## config.mk

```make
export PLATFORM = sky130hd
export DESIGN_NAME = bist_pattern_engine
export DESIGN_NICKNAME = d
export VERILOG_FILES = /design/src/rtl/bist_pattern_engine.sv
export SDC_FILE = /design/constraint.sdc
export NUM_CORES = 1
export LEC_CHECK = 0
export ABC_CLOCK_PERIOD_IN_PS = 3650
export CAP_MARGIN = 20
export CORE_AREA = 2 2 118 120
export DETAILED_ROUTE_END_ITERATION = 12
export DIE_AREA = 0 0 120 122
export PLACE_DENSITY = 0.48
export SKIP_LAST_GASP = 1
export SYNTH_ARGS = -nofsm -noshare
export SYNTH_HDL_FRONTEND = slang
export SYNTH_SLANG_ARGS = --single-unit
```

## constraint.sdc

```tcl
create_clock -name clk -period 3.65 [get_ports clk]
set_input_delay 0.73 -clock clk [delete_from_list [all_inputs] [get_ports clk]]
set_output_delay 0.73 -clock clk [all_outputs]
set_load 0.05 [all_outputs]
```

## src/rtl/bist_pattern_engine.sv

```systemverilog
// BIST pattern engine: ring / Johnson / LFSR pattern source with an optional
// MISR response compactor (enabled by defining BIST_MISR_EN).
module bist_pattern_engine #(
    parameter int              WIDTH     = 16,
    parameter int              CNT_W     = 16,
    parameter logic [WIDTH-1:0] LFSR_TAPS = 16'hB400
) (
    input  logic             clk,
    input  logic             rst,
    input  logic [1:0]       mode,
    input  logic             start,
    input  logic             abort,
    input  logic [WIDTH-1:0] seed,
    input  logic [CNT_W-1:0] num_patterns,
    input  logic [WIDTH-1:0] resp,
    output logic [WIDTH-1:0] pattern,
    output logic             pattern_valid,
    output logic             busy,
    output logic             done,
    output logic [WIDTH-1:0] signature
);

    typedef enum logic [1:0] {
        IDLE = 2'b00,
        RUN  = 2'b01,
        DONE = 2'b10
    } state_t;

    localparam logic [1:0]       MODE_NONE    = 2'b00;
    localparam logic [1:0]       MODE_RING    = 2'b01;
    localparam logic [1:0]       MODE_JOHNSON = 2'b10;
    localparam logic [1:0]       MODE_LFSR    = 2'b11;
    localparam logic [WIDTH-1:0] PAT_ONE      = {{(WIDTH-1){1'b0}}, 1'b1};
    localparam logic [WIDTH-1:0] PAT_ZERO     = {WIDTH{1'b0}};
    localparam logic [CNT_W-1:0] CNT_ONE      = {{(CNT_W-1){1'b0}}, 1'b1};
    localparam logic [CNT_W-1:0] CNT_ZERO     = {CNT_W{1'b0}};

    function automatic logic parity_fn(input logic [WIDTH-1:0] v);
        return ^v;
    endfunction

    function automatic logic [WIDTH-1:0] next_pattern_fn(input logic [1:0] m,
                                                         input logic [WIDTH-1:0] p);
        logic [WIDTH-1:0] n;
        case (m)
            MODE_RING:    n = {p[WIDTH-2:0], p[WIDTH-1]};
            MODE_JOHNSON: n = {p[WIDTH-2:0], ~p[WIDTH-1]};
            MODE_LFSR:    n = {p[WIDTH-2:0], parity_fn(p & LFSR_TAPS)};
            default:      n = p;
        endcase
        return n;
    endfunction

    // An all-zero LFSR state would lock up, so a zero seed becomes 0..01.
    function automatic logic [WIDTH-1:0] initial_pattern_fn(input logic [1:0] m,
                                                            input logic [WIDTH-1:0] s);
        logic [WIDTH-1:0] n;
        case (m)
            MODE_RING:    n = PAT_ONE;
            MODE_JOHNSON: n = PAT_ZERO;
            MODE_LFSR:    n = (s == PAT_ZERO) ? PAT_ONE : s;
            default:      n = PAT_ZERO;
        endcase
        return n;
    endfunction

    state_t           state_r;
    state_t           state_s;
    logic [1:0]       mode_r;
    logic [CNT_W-1:0] num_r;
    logic [CNT_W-1:0] cnt_r;
    logic [WIDTH-1:0] pattern_r;
    logic             valid_r;
    logic             busy_r;
    logic             done_r;
    logic             load_s;
    logic             advance_s;
    logic             last_s;

    // Next-state decode and pattern-generator enables.
    always_comb begin
        state_s   = state_r;
        load_s    = 1'b0;
        advance_s = 1'b0;
        last_s    = (cnt_r == (num_r - CNT_ONE));
        case (state_r)
            IDLE: begin
                if (start) begin
                    if ((mode != MODE_NONE) && (num_patterns != CNT_ZERO)) begin
                        state_s = RUN;
                        load_s  = 1'b1;
                    end else begin
                        state_s = DONE;
                    end
                end else begin
                    state_s = IDLE;
                end
            end
            RUN: begin
                if (abort) begin
                    state_s = IDLE;
                end else if (last_s) begin
                    state_s = DONE;
                end else begin
                    state_s   = RUN;
                    advance_s = 1'b1;
                end
            end
            DONE:    state_s = IDLE;
            default: state_s = IDLE;
        endcase
    end

    // State, run configuration, pattern register and registered status flags.
    always_ff @(posedge clk) begin
        if (rst) begin
            state_r   <= IDLE;
            mode_r    <= MODE_NONE;
            num_r     <= CNT_ZERO;
            cnt_r     <= CNT_ZERO;
            pattern_r <= PAT_ZERO;
            valid_r   <= 1'b0;
            busy_r    <= 1'b0;
            done_r    <= 1'b0;
        end else begin
            state_r <= state_s;
            valid_r <= (state_s == RUN);
            busy_r  <= (state_s == RUN);
            done_r  <= (state_s == DONE);
            if (load_s) begin
                mode_r    <= mode;
                num_r     <= num_patterns;
                cnt_r     <= CNT_ZERO;
                pattern_r <= initial_pattern_fn(mode, seed);
            end else if (advance_s) begin
                cnt_r     <= cnt_r + CNT_ONE;
                pattern_r <= next_pattern_fn(mode_r, pattern_r);
            end
        end
    end

`ifdef BIST_MISR_EN
    function automatic logic [WIDTH-1:0] misr_step_fn(input logic [WIDTH-1:0] s,
                                                      input logic [WIDTH-1:0] r);
        return {s[WIDTH-2:0], parity_fn(s & LFSR_TAPS)} ^ r;
    endfunction

    logic [WIDTH-1:0] sig_r;

    // Compacts one response word per valid pattern; frozen outside RUN.
    always_ff @(posedge clk) begin
        if (rst) begin
            sig_r <= PAT_ZERO;
        end else if (load_s) begin
            sig_r <= PAT_ZERO;
        end else if (valid_r) begin
            sig_r <= misr_step_fn(sig_r, resp);
        end
    end

    assign signature = sig_r;
`else
    logic unused_resp_s;
    assign unused_resp_s = ^resp;
    assign signature     = PAT_ZERO;
`endif

    assign pattern       = pattern_r;
    assign pattern_valid = valid_r;
    assign busy          = busy_r;
    assign done          = done_r;

endmodule

```

* Word level (Yosys, flattened, before mapping)
Cells that the tools add are included.
Word-level totals: flip-flop bits (word level) 54, latch bits 0, memory bits (writable) 0, bits in read-only memories 0, output and inout bits 35, word-level logic and storage cells 45, memories 0
Cells by class: add/subtract/negate cells 2, $mul 0, div/mod/pow operators 0, magnitude comparators 0, equal/unequal tests 9, shift-type cells 0, muxes and demuxes 16, bitwise operators 1, reduce and logical (&&, ||, !) cells 10
Operators with widths (count):
- 2-to-1 mux 16 bit | 3
- one-hot mux 16 bit (3 select lines) | 1
- one-hot mux 16 bit (2 select lines) | 1
- adder 16 x 1 -> 16 bit, second input constant | 1
- equality test 16 bit | 1
- zero test 16 bit | 1
- nonzero test 16 bit | 1
- XOR reduction 16 bit | 1
- subtractor 16 x 1 -> 16 bit, second input constant | 1
- equality test 2 x 1 -> 1 bit, second input constant | 4
- equality test 2 bit, second input constant | 4
- 2-to-1 mux 2 bit | 4
- 2-to-1 mux 1 bit | 6
- one-hot mux 2 bit (2 select lines) | 1
- nonzero test 2 bit | 2
- nonzero test 4 bit | 1
- zero test 2 bit | 1
- AND reduction 2 bit | 1
- OR reduction 2 bit | 1
- logical AND 1 bit | 1
- NOT 1 bit | 1

* Logic depth before layout (Yosys ltp)
depth in word-level cells 7, mapped depth 12, depth with buffers taken out 10

* Worst setup path after synthesis
No wires, ideal clock.
path type register to register, start point register num_r[2], end point register pattern_r[10] (netlist: pattern[10]), arrival time 3104 ps, path slack 425 ps, cell stages (with the launch flop) 12, buffers on the path 3, path through dfxtp_1 buf_6 or4_1 buf_2 or4b_1 a21boi_1 o21ai_1 a2111o_1 o21a_2 a21oi_4 buf_12 mux2_4
Between the ends: longest elaborated chain between the ends 7
RTL lines:
- from (decl) | line 70 | logic [CNT_W-1:0] num_r;
- from (signal assigned) | line 132 | num_r <= num_patterns;
- subtractor 16 x 1 -> 16 bit | line 85 | last_s = (cnt_r == (num_r - CNT_ONE));
- equality test 16 bit | line 85
- 2-to-1 mux 1 bit | line 102 | end else if (last_s) begin
- 2-to-1 mux 1 bit | line 100 | if (abort) begin
- 2-to-1 mux 1 bit | line 86 | case (state_r)
- nonzero test 2 bit (no source line)
- AND reduction 2 bit (no source line)
- to (signal assigned) | line 134 | pattern_r <= initial_pattern_fn(mode, seed);
- to (signal assigned) | line 137 | pattern_r <= next_pattern_fn(mode_r, pattern_r);
- to (decl) | line 72 | logic [WIDTH-1:0] pattern_r;
Every way passes these cells. A chain may end at the register's enable or synchronous reset.

* Worst setup path after layout
start point register num_r[10], end point register pattern_r[0] (netlist: pattern[0])
Same word-level chain as after synthesis.

==> results.toml <==
[yosys]
synth-edff-count = 0
ys_dominant_reg_cell = "dfxtp_1"
async_reset_ff_frac = 0
ys_seq_area_frac = 0.3279
syn_inst = 406
synth_cell_types = 55
synth-seq-cells = 54
syn_avg_cell_area_um2 = 8.120
yosysWarnings = 0
syn_area_um2 = 3297

[finish]
n_fill_cell = 1472
finalNonFillerCells = 636
drive_gt1_frac = 0.09649
final_util = 0.3093
final_common_cell = "nand2_1"
nNetsFinal = 513
area_growth_pct = 26.68
diodes = 0
most-common-layout-cells = "nand2_1, clkdlybuf4s50_1, dfxtp_1"

[clock_tree]
clk_latency_ns = 0.30
cts_resized = 0
cts_sinks = 54
root_buffer = "clkbuf_16"
clock_tree.buffer_depth = 2
cts_setup_buffers = 0
clkTransAtPathRegs_ns = 0.07
htree_levels = 2
ctsHoldBuffers = 0
numCtsBuffers = 5
cts_tree = "done"

[drt]
routedWlPerCell_um = 13.91
ant_nets = 0
drt_wl_total_um = 8845
drc = 0
dr.pass1.iters = 4
drt-initial-drc-count = 159
vias = 3043
viasPerCell = 4.785

[sta]
rsz0062_at_grt = "false"
hold_violations = 0
worst_slack_ns = 0.2976
maxSlewViolCount = 0
slew_headroom = 0.3132
tightest_slew_ns = 1.026
max_freq_mhz = 298.3
finalCritPeriodShare = 0.9185
setup_viol_count_final = 0
finalCriticalPeriod_ns = 3.352
fin_tns_setup_ns = 0
skew_ns = 0.002821

[global_route]
grtUsageTotal = 0.1212
overflow = 0
antenna_found_initial = 0
grt_pass1_vias = 2854
grt_max_degree = 31
grt_pass1_wl_um = 14460

[setup_path]
required_ns = 3.84
start_kind = "register"
critPathLaunch = "num_r[10]"
critical-path-max-stage-delay_ns = 0.57
path_delay_family = "compound AO/OA/AOI/OAI gates"
slowest_stage = "or4_4"
endpoint_kind = "register"
r2r-start = "num_r[10]"
worstPathMaxFanout = 16
crit_type = "reg2reg"
cp_data_arrival_time_ns = 3.54
critPathBufInv = 1
cp_cell_sequence = "or4_4 > or4_1 > a2111oi_2 > o22ai_1 > a2111o_1 > o21a_2 > a21oi_4 > buf_12 > mux2_2"

[min_path]
hold_start = "mode_r[0]"
hp-class = "reg2reg"

[power]
vdd.ir_drop.worst_uv = 174.2
finalPower_mw = 1.512
p_per_area_nw_per_um2 = 362.1
leakage_nw = 1.531

[place]
port_buffers = 56
place.detailed.hpwl_um = 6688
dp_cells = 628
routabilityCongestion = 0.7731
dp_slack_ns = 0.2880

[floorplanning]
num_rows = 43
die_h_um = 122
die-area_um2 = 14640
die_w_um = 120
core_um2 = 13500
pin_count = 89
start_util = 0.2441

[flow_run]
max_cap_viol_count = 0

[status]
status = "finished clean"
metrics by stage:
| step | area [um^2] | hold WS (ns) |
|---|---|---|
| 2_1_floorplan | 3353 | 0.4496 |
| 3_3_place_gp | 4008 | 0.4643 |
| 3_5_place_dp | 4008 | 0.4693 |
| 4_1_cts | 4177 | 0.4802 |
| 5_1_grt | 4177 | 0.5084 |
| 6_report | 4177 | 0.4755 |
worst min-delay path: cells and delay by family, from the launching register on:
kind / cells / cell delay [ns]
AOI/OAI and AO/OA: 1 / 0.05
DFF: 1 / 0.33
and+or+nand+nor: 1 / 0.05
cells in the mapped netlist (2+ instances only):
cell type   n  area, um^2
a21oi_1    31       155.2
dfxtp_1    54        1081
a211oi_1    2       15.01
a22oi_1    15       112.6
and3b_1     3       26.28
o31ai_1     5       37.54
nor3_1      3       15.01
or4b_1      2       20.02
nor4b_1     2       17.52
mux2_4     10       150.1
or2_2       2       12.51
o311ai_0    2       17.52
or4_1      13       97.59
nand2_1    56       210.2
buf_2       3       15.01
nor2b_1    18       112.6
mux2i_1     2       20.02
o211ai_1    9       67.56
or3_1       5       31.28
o21ai_1     2       10.01
and3_1      4       25.02
xnor2_1    11       96.34
ha_1        4       50.05
nand2b_1    2       12.51
mux2_2      5       56.30
buf_4      17       127.6
nand4_1     4       25.02
nor4_1     11       68.82
clkbuf_1   19       71.32
nand4b_1    2       17.52
xor2_1      8       70.07
o21ai_0     9       45.04
nand3_1    13       65.06
inv_1       6       22.52
nor2_1     32       120.1
layout make-up:
cell class | instances | area, um^2 | share of cell area
clock buffer | 5 | 125.1 | 0.02996
clock inverter | 3 | 43.79 | 0.01049
inverter | 6 | 22.52 | 0.005392
multi-input combinational | 319 | 2001 | 0.4790
sequential | 54 | 1081 | 0.2588
tap | 180 | 225.2 | 0.05392
timing repair buffer | 69 | 678.2 | 0.1624
registers in the layout (all words and copies together) (netlist names):
| register | flops |
|---|---|
| busy | 1 |
| pattern | 16 |
| mode_r | 2 |
| state_r | 2 |
| cnt_r | 16 |
| num_r | 16 |
| done | 1 |
path summary, 6_finish.rpt:
check / cells after the start / endpoint / slack (ns)
hold reg to reg: 2 / mode_r[0] / 0.48
hold / removal: 2 / mode_r[0] / 0.48
setup reg to reg: 9 / pattern[0] / 0.30
setup / recovery: 9 / pattern[0] / 0.30
kinds of logic after synthesis:
group | share of synthesized area
AND/OR/NAND/NOR | 0.2801
AO/OA/AOI/OAI | 0.1708
flip-flops | 0.3279
buffers and inverters | 0.08235
XOR/XNOR | 0.05047
multiplexers | 0.07210
adder cells (fa/ha/maj) | 0.01518
other | 0.001137
power breakdown:
part	switching, mW	total (mW)	internal [mW]
clock	0.235	0.561	0.326
combinational	0.192	0.325	0.133
sequential	0.0196	0.626	0.606
total	0.447	1.51	1.06
per-layer routing:
| metal | GRT usage | part of all wire | vias to the layer above |
|---|---|---|---|
| met5 | 0 | 0 | - |
| met4 | 0.01765 | 0.0025 | 0 |
| met3 | 0.04167 | 0.073 | 5 |
| met2 | 0.2021 | 0.46 | 86 |
| met1 | 0.1548 | 0.46 | 1426 |
| li1 | - | - | 1526 |
(Power assumes the default switching activity.)
